### src/rtl/input_pulse_cond_if.sv
// Bundle of the conditioner's data signals: the raw button/contact input
// going in and the debounced level, press strobe and repeat flag coming out.
interface input_pulse_cond_if;
  logic raw_in;
  logic x_pulse;
  logic x_level;
  logic rpt_active;

  // Driver side: owns the raw input, observes the conditioned outputs.
  modport master (
    output raw_in,
    input  x_pulse,
    input  x_level,
    input  rpt_active
  );

  // Conditioner side.
  modport slave (
    input  raw_in,
    output x_pulse,
    output x_level,
    output rpt_active
  );
endinterface

### src/rtl/input_pulse_cond.sv
// input_pulse_cond: synchronizes and debounces an asynchronous input,
// producing a debounced level and a one-cycle strobe per accepted press.
// Build option: define AUTO_REPEAT_EN to add held-key auto-repeat pulses;
// without it rpt_active is tied low and each press gives exactly one pulse.
module input_pulse_cond #(
  parameter int DEBOUNCE_CYCLES = 4,
  parameter int CNT_W           = 8,
  parameter int HOLD_CYCLES     = 20,
  parameter int REPEAT_CYCLES   = 8
) (
  input  logic                clk,
  input  logic                rst,
  input_pulse_cond_if.slave   bus
);

  typedef enum logic [1:0] {IDLE, PRESS_CHK, HELD, REL_CHK} state_t;

  localparam logic [CNT_W-1:0] CNT_MAX = {CNT_W{1'b1}};
  localparam logic [CNT_W-1:0] DB_LAST = CNT_W'(DEBOUNCE_CYCLES - 1);

  // Reject parameter values the counters cannot represent.
  if (DEBOUNCE_CYCLES < 1 || DEBOUNCE_CYCLES > (2 ** CNT_W) - 1) begin : g_db_range
    $error("DEBOUNCE_CYCLES out of range for CNT_W");
  end
  if (HOLD_CYCLES < 1 || REPEAT_CYCLES < 1) begin : g_rpt_range
    $error("HOLD_CYCLES and REPEAT_CYCLES must be at least 1");
  end

  logic             r_sync1;
  logic             r_sync2;
  logic             w_sync_in;
  state_t           r_state;
  state_t           w_state_next;
  logic [CNT_W-1:0] r_cnt;
  logic [CNT_W-1:0] w_cnt_next;
  logic [CNT_W-1:0] w_cnt_inc;
  logic             w_accept;
  logic             w_rpt_fire;
  logic             r_pend;
  logic             r_x_pulse;
  logic             r_x_level;

  assign w_sync_in = r_sync2;
  // Saturating increment so a long-lived count never wraps back to zero.
  assign w_cnt_inc = (r_cnt == CNT_MAX) ? r_cnt : r_cnt + 1'b1;

  // Two-flop synchronizer: the only place raw_in is sampled.
  always_ff @(posedge clk or negedge rst) begin
    if (!rst) begin
      r_sync1 <= 1'b0;
      r_sync2 <= 1'b0;
    end else begin
      r_sync1 <= bus.raw_in;
      r_sync2 <= r_sync1;
    end
  end

  // Debounce state and counter registers.
  always_ff @(posedge clk or negedge rst) begin
    if (!rst) begin
      r_state <= IDLE;
      r_cnt   <= '0;
    end else begin
      r_state <= w_state_next;
      r_cnt   <= w_cnt_next;
    end
  end

  // Next-state logic: a change must be seen steadily before it is accepted.
  always_comb begin
    w_state_next = r_state;
    w_cnt_next   = r_cnt;
    w_accept     = 1'b0;
    case (r_state)
      IDLE: begin
        if (w_sync_in) begin
          w_state_next = PRESS_CHK;
          w_cnt_next   = '0;
        end
      end
      PRESS_CHK: begin
        if (!w_sync_in) begin
          w_state_next = IDLE;
          w_cnt_next   = '0;
        end else if (r_cnt == DB_LAST) begin
          w_state_next = HELD;
          w_cnt_next   = '0;
          w_accept     = 1'b1;
        end else begin
          w_cnt_next   = w_cnt_inc;
        end
      end
      HELD: begin
        if (!w_sync_in) begin
          w_state_next = REL_CHK;
          w_cnt_next   = '0;
        end
      end
      REL_CHK: begin
        if (w_sync_in) begin
          w_state_next = HELD;
          w_cnt_next   = '0;
        end else if (r_cnt == DB_LAST) begin
          w_state_next = IDLE;
          w_cnt_next   = '0;
        end else begin
          w_cnt_next   = w_cnt_inc;
        end
      end
      default: begin
        w_state_next = IDLE;
        w_cnt_next   = '0;
      end
    endcase
  end

`ifdef AUTO_REPEAT_EN
  localparam logic [CNT_W-1:0] HOLD_LAST = CNT_W'(HOLD_CYCLES - 1);
  localparam logic [CNT_W-1:0] REP_LAST  = CNT_W'(REPEAT_CYCLES - 1);

  logic [CNT_W-1:0] r_rpt_cnt;
  logic             r_rpt_on;
  logic             r_rpt_active;

  // First repeat waits the hold time, later ones use the shorter spacing.
  assign w_rpt_fire = (r_state == HELD) && (w_state_next == HELD) &&
                      (r_rpt_cnt == (r_rpt_on ? REP_LAST : HOLD_LAST));

  // Repeat timer: restarts on every HELD entry, runs only while HELD.
  always_ff @(posedge clk or negedge rst) begin
    if (!rst) begin
      r_rpt_cnt    <= '0;
      r_rpt_on     <= 1'b0;
      r_rpt_active <= 1'b0;
    end else begin
      r_rpt_active <= r_rpt_on;
      if (w_state_next != HELD || r_state != HELD) begin
        r_rpt_cnt <= '0;
        r_rpt_on  <= 1'b0;
      end else if (w_rpt_fire) begin
        r_rpt_cnt <= '0;
        r_rpt_on  <= 1'b1;
      end else if (r_rpt_cnt != CNT_MAX) begin
        r_rpt_cnt <= r_rpt_cnt + 1'b1;
      end
    end
  end

  assign bus.rpt_active = r_rpt_active;
`else
  assign w_rpt_fire     = 1'b0;
  assign bus.rpt_active = 1'b0;
`endif

  // Output registers: pulse is staged once so it lines up with x_level.
  always_ff @(posedge clk or negedge rst) begin
    if (!rst) begin
      r_pend    <= 1'b0;
      r_x_pulse <= 1'b0;
      r_x_level <= 1'b0;
    end else begin
      r_pend    <= w_accept | w_rpt_fire;
      r_x_pulse <= r_pend;
      r_x_level <= (r_state == HELD) || (r_state == REL_CHK);
    end
  end

  assign bus.x_pulse = r_x_pulse;
  assign bus.x_level = r_x_level;

endmodule

### src/flat_wrapper.sv
// flat-port wrapper written by rule: the top's interface ports become plain ports
module input_pulse_cond_flat 
#(
  parameter int DEBOUNCE_CYCLES = 4,
  parameter int CNT_W           = 8,
  parameter int HOLD_CYCLES     = 20,
  parameter int REPEAT_CYCLES   = 8
)
  (clk, rst, bus_raw_in, bus_x_pulse, bus_x_level, bus_rpt_active);
  input_pulse_cond_if bus_i ();
  input  logic clk;
  input  logic rst;
  input wire logic [$bits(bus_i.raw_in)-1:0] bus_raw_in;
  output wire logic [$bits(bus_i.x_pulse)-1:0] bus_x_pulse;
  output wire logic [$bits(bus_i.x_level)-1:0] bus_x_level;
  output wire logic [$bits(bus_i.rpt_active)-1:0] bus_rpt_active;
  assign bus_i.raw_in = bus_raw_in;
  assign bus_x_pulse = bus_i.x_pulse;
  assign bus_x_level = bus_i.x_level;
  assign bus_rpt_active = bus_i.rpt_active;
  input_pulse_cond #(.DEBOUNCE_CYCLES(DEBOUNCE_CYCLES), .CNT_W(CNT_W), .HOLD_CYCLES(HOLD_CYCLES), .REPEAT_CYCLES(REPEAT_CYCLES)) u_core (.clk(clk), .rst(rst), .bus(bus_i));
endmodule
### config.mk
export PLATFORM = sky130hd
export DESIGN_NAME = input_pulse_cond_flat
export DESIGN_NICKNAME = d
export VERILOG_FILES = /design/src/rtl/input_pulse_cond_if.sv /design/src/rtl/input_pulse_cond.sv /design/src/flat_wrapper.sv
export SDC_FILE = /design/constraint.sdc
export NUM_CORES = 1
export LEC_CHECK = 0
export ABC_AREA = 0
export CAP_MARGIN = 25
export CORE_UTILIZATION = 36
export DETAILED_ROUTE_END_ITERATION = 8
export GPL_TIMING_DRIVEN = 0
export PLACE_DENSITY_LB_ADDON = 0.1
export SLEW_MARGIN = 25
export SYNTH_ARGS = -nofsm -noshare
export SYNTH_HDL_FRONTEND = slang
export SYNTH_SLANG_ARGS = --single-unit
### constraint.sdc
create_clock -name clk -period 2.37 [get_ports clk]
set_clock_uncertainty 0.2 [all_clocks]
set_input_delay 0.237 -clock clk [delete_from_list [all_inputs] [get_ports clk]]
set_output_delay 0.237 -clock clk [all_outputs]
set_load 0.005 [all_outputs]
==> impl_metrics.yaml <==
grt:
  antenna_found_initial: 0
  grt_usage_pct: 16.4
  grt_pass1_vias: 540
  grt_first_pass_wirelength_mm: 2.47
  overflow: 0
  grt_max_degree: 16
layout:
  syn_to_final_growth_pct: 13.5
  n_fill_cell: 194
  drive_gt1_share_pct: 15.6
  nets: 82
  fin_area_um2: 833
  instances_no_fill: 102
  antenna_cells: 0
yosys:
  syn_area_um2: 734
  syn_avg_cell_area_um2: 10.6
  ys_ff_latch: 15
  ys_types: 29
  synth_enable_flop_cells: 0
  yosys.area.top_type_share_pct: 51.1
  yosysTopAreaCell: "dfrtp_1"
  synth_area_leaders: "dfrtp_1, a21oi_1, a311oi_4"
  seq_area_frac_synth_pct: 51.1
  synthFlopType: "dfrtp_1"
  yosysWarningCount: 0
  synthArstFlopShare_pct: 100
  synth_fp_nets: 73
  syn_inst: 69
route:
  first_pass_iters: 4
  ant_nets: 0
  wirelength_mm: 1.40
  drtIter0Drc: 12
  avgViaCountPerCell: 5.45
  vias: 556
  route.detailed.drc: 0
  drt-wirelength-per-cell_um: 13.7
placed_design:
  gp_congestion: 0.767
  post-place-cells: 98
  port_buffers: 4
  dpl_cell_area_um2: 806
  dp_hpwl_um: 983
timing:
  maxSlewHeadroom_pct: 55.4
  finalHoldViolations: 0
  min_period_ns: 1.88
  tightest_slew_ns: 0.667
  setup_viol: 0
  setup-tns-final_ns: 0
  max_freq_mhz: 533
  slew_violations: 0
  period_share_pct: 79.2
  rsz0062_at_grt: "false"
critical_path:
  critPathKind: "reg2reg"
  cp_data_required_time_ns: 2.36
  r2r_setup_slack_ns: 0.49
  endpoint_kind: "flop"
  worst-r2r-cell-count: 5
  reg2reg_to: "u_core.r_cnt[0]$_DFFE_PN0P_"
  rr_startpoint: "u_core.r_cnt[0]$_DFFE_PN0P_"
  cp_max_fo: 6
  start_kind: "flop"
  worstPathArrival_ns: 1.86
clock_tree:
  cts_root_buffer: "clkbuf_4"
  clock-sinks: 15
  cts_tree: "built"
  clk_path_buf_depth: 2
  cts_resized: 0
  insertion_delay_ns: 0.29
  path_clk_slew_ns: 0.10
  ctsHoldBuffers: 0
  htree_levels: 1
  cts_setup_buffers: 0
  numCtsBuffers: 3
power_and_ir_drop:
  clock_power_share_pct: 19.0
  p_switching_w: 0.000294
  combPwrFrac_pct: 38.0
  p_per_area_nw_per_um2: 944
  p_seq_share_pct: 43.0
  p_int_w: 0.000493
  vdd_drop_max_mv: 0.446
  p_leak_nw: 0.347
  switching_share_pct: 37.4
floorplanning:
  initial_core_util_pct: 40.3
  core_um2: 1820
  die_w_um: 47.2
  fp.dieArea_um2: 2230
  die_height_um: 47.2
  rows: 15
  io_pins: 6
run:
  maxCapViolations: 0
worst_hold_path:
  hp-class: "in2async"
outcome:
  status: "finished clean"
[power by group through the flow]
| stage | clock network [W] | registers, W | logic (W) |
|---|---|---|---|
| finish | 0.000149 | 0.000338 | 0.000299 |
| global route | 0.000164 | 0.000346 | 0.000339 |
| CTS | 0.000154 | 0.000339 | 0.000305 |
| detailed placement | 0 | 0.000344 | 0.000300 |
| global placement | 0 | 0.000344 | 0.000296 |
| floorplan | 0 | 0.000338 | 0.000223 |
[registers in the layout (all words and copies together), names as in the netlist, named ones only]
register,cells
u_core.r_cnt,8
u_core.bus.x_level,1
u_core.bus.x_pulse,1
u_core.r_pend,1
u_core.r_state,1
u_core.r_sync1,1
u_core.r_sync2,1
[synthesized netlist by cell type, types with 2 or more instances]
master,instances
dfrtp_1,15
a21oi_1,10
nor2_1,7
nand2_1,5
nand3_1,4
inv_1,2
nand4_1,2
o21ai_1,2
o31ai_1,2
[worst max path at each step]
stage                                 from                          end  slack (ns)  depth (start not counted)
5_1_grt        u_core.r_cnt[0]$_DFFE_PN0P_  u_core.r_cnt[0]$_DFFE_PN0P_        0.40                          5
2_1_floorplan  u_core.r_cnt[6]$_DFFE_PN0P_  u_core.r_cnt[0]$_DFFE_PN0P_        0.66                          4
3_5_place_dp   u_core.r_cnt[1]$_DFFE_PN0P_  u_core.r_cnt[0]$_DFFE_PN0P_        0.54                          5
6_report       u_core.r_cnt[0]$_DFFE_PN0P_  u_core.r_cnt[0]$_DFFE_PN0P_        0.49                          5
3_3_place_gp   u_core.r_cnt[1]$_DFFE_PN0P_  u_core.r_cnt[0]$_DFFE_PN0P_        0.53                          5
4_1_cts        u_core.r_cnt[0]$_DFFE_PN0P_  u_core.r_cnt[0]$_DFFE_PN0P_        0.49                          5
[logic make-up after synthesis]
| kind of cell | Yosys count | synth area share (%) |
|---|---|---|
| multiplexers | 1 | 1.53 |
| other | 1 | 0.511 |
| AND/OR/NAND/NOR | 22 | 16.5 |
| adder cells (fa/ha/maj) | 1 | 1.70 |
| AO/OA/AOI/OAI | 24 | 24.2 |
| XOR/XNOR | 1 | 1.19 |
| flip-flops | 15 | 51.1 |
| buffers and inverters | 4 | 3.24 |
[per-stage QoR]
| step | utilization (%) | setup WS, ns | hold slack (ns) | power (W) |
|---|---|---|---|---|
| final | 45.8 | 0.492 | 0.144 | 0.000787 |
| after global routing | 45.8 | 0.400 | 0.177 | 0.000849 |
| after CTS | 45.8 | 0.487 | 0.166 | 0.000798 |
| after detailed placement | 44.3 | 0.540 | 0.142 | 0.000643 |
| after global placement | 44.3 | 0.525 | 0.132 | 0.000640 |
| after floorplan | - | 0.658 | -0.259 | 0.000561 |
[layer usage]
metal,track usage [%],routed length [um],share of wire [%],vias up
met1,20.0,657,47,275
met5,0,0,0,-
met2,26.9,677,48,9
li1,-,-,-,270
met4,5.71,11,0.79,0
met3,5.77,51,3.6,2
[critical path, stage by stage, from the launching register on]
cell     delay (ns)
dfrtp_1        0.41
ha_1           0.34
nand3_1        0.18
nor2_1         0.28
nor2_1         0.10
mux2_2         0.27
[layout by cell type (no fill, tap or decap), drive strengths merged, types with 2 or more instances in the layout]
master / synthesis / routed
nor3: 2 / 2
clkdlybuf4s50: 0 / 4
clkbuf: 0 / 3
inv: 2 / 2
o21ai: 2 / 2
a21oi: 11 / 11
nand2: 5 / 5
nor2: 7 / 7
dfrtp: 15 / 15
nand4: 2 / 2
nand3: 4 / 4
o31ai: 2 / 2
[cell type report]
| cell class | instances | area, um2 | share of cell area, % |
|---|---|---|---|
| clock inverter | 1 | 5.00 | 0.601 |
| tap | 25 | 31.3 | 3.75 |
| buffer | 2 | 16.3 | 1.95 |
| timing repair buffer | 4 | 40.0 | 4.80 |
| clock buffer | 3 | 22.5 | 2.70 |
| multi-input combinational | 50 | 335 | 40.2 |
| inverter | 2 | 7.51 | 0.901 |
| sequential | 15 | 375 | 45.0 |
(Power assumes the default switching activity.)
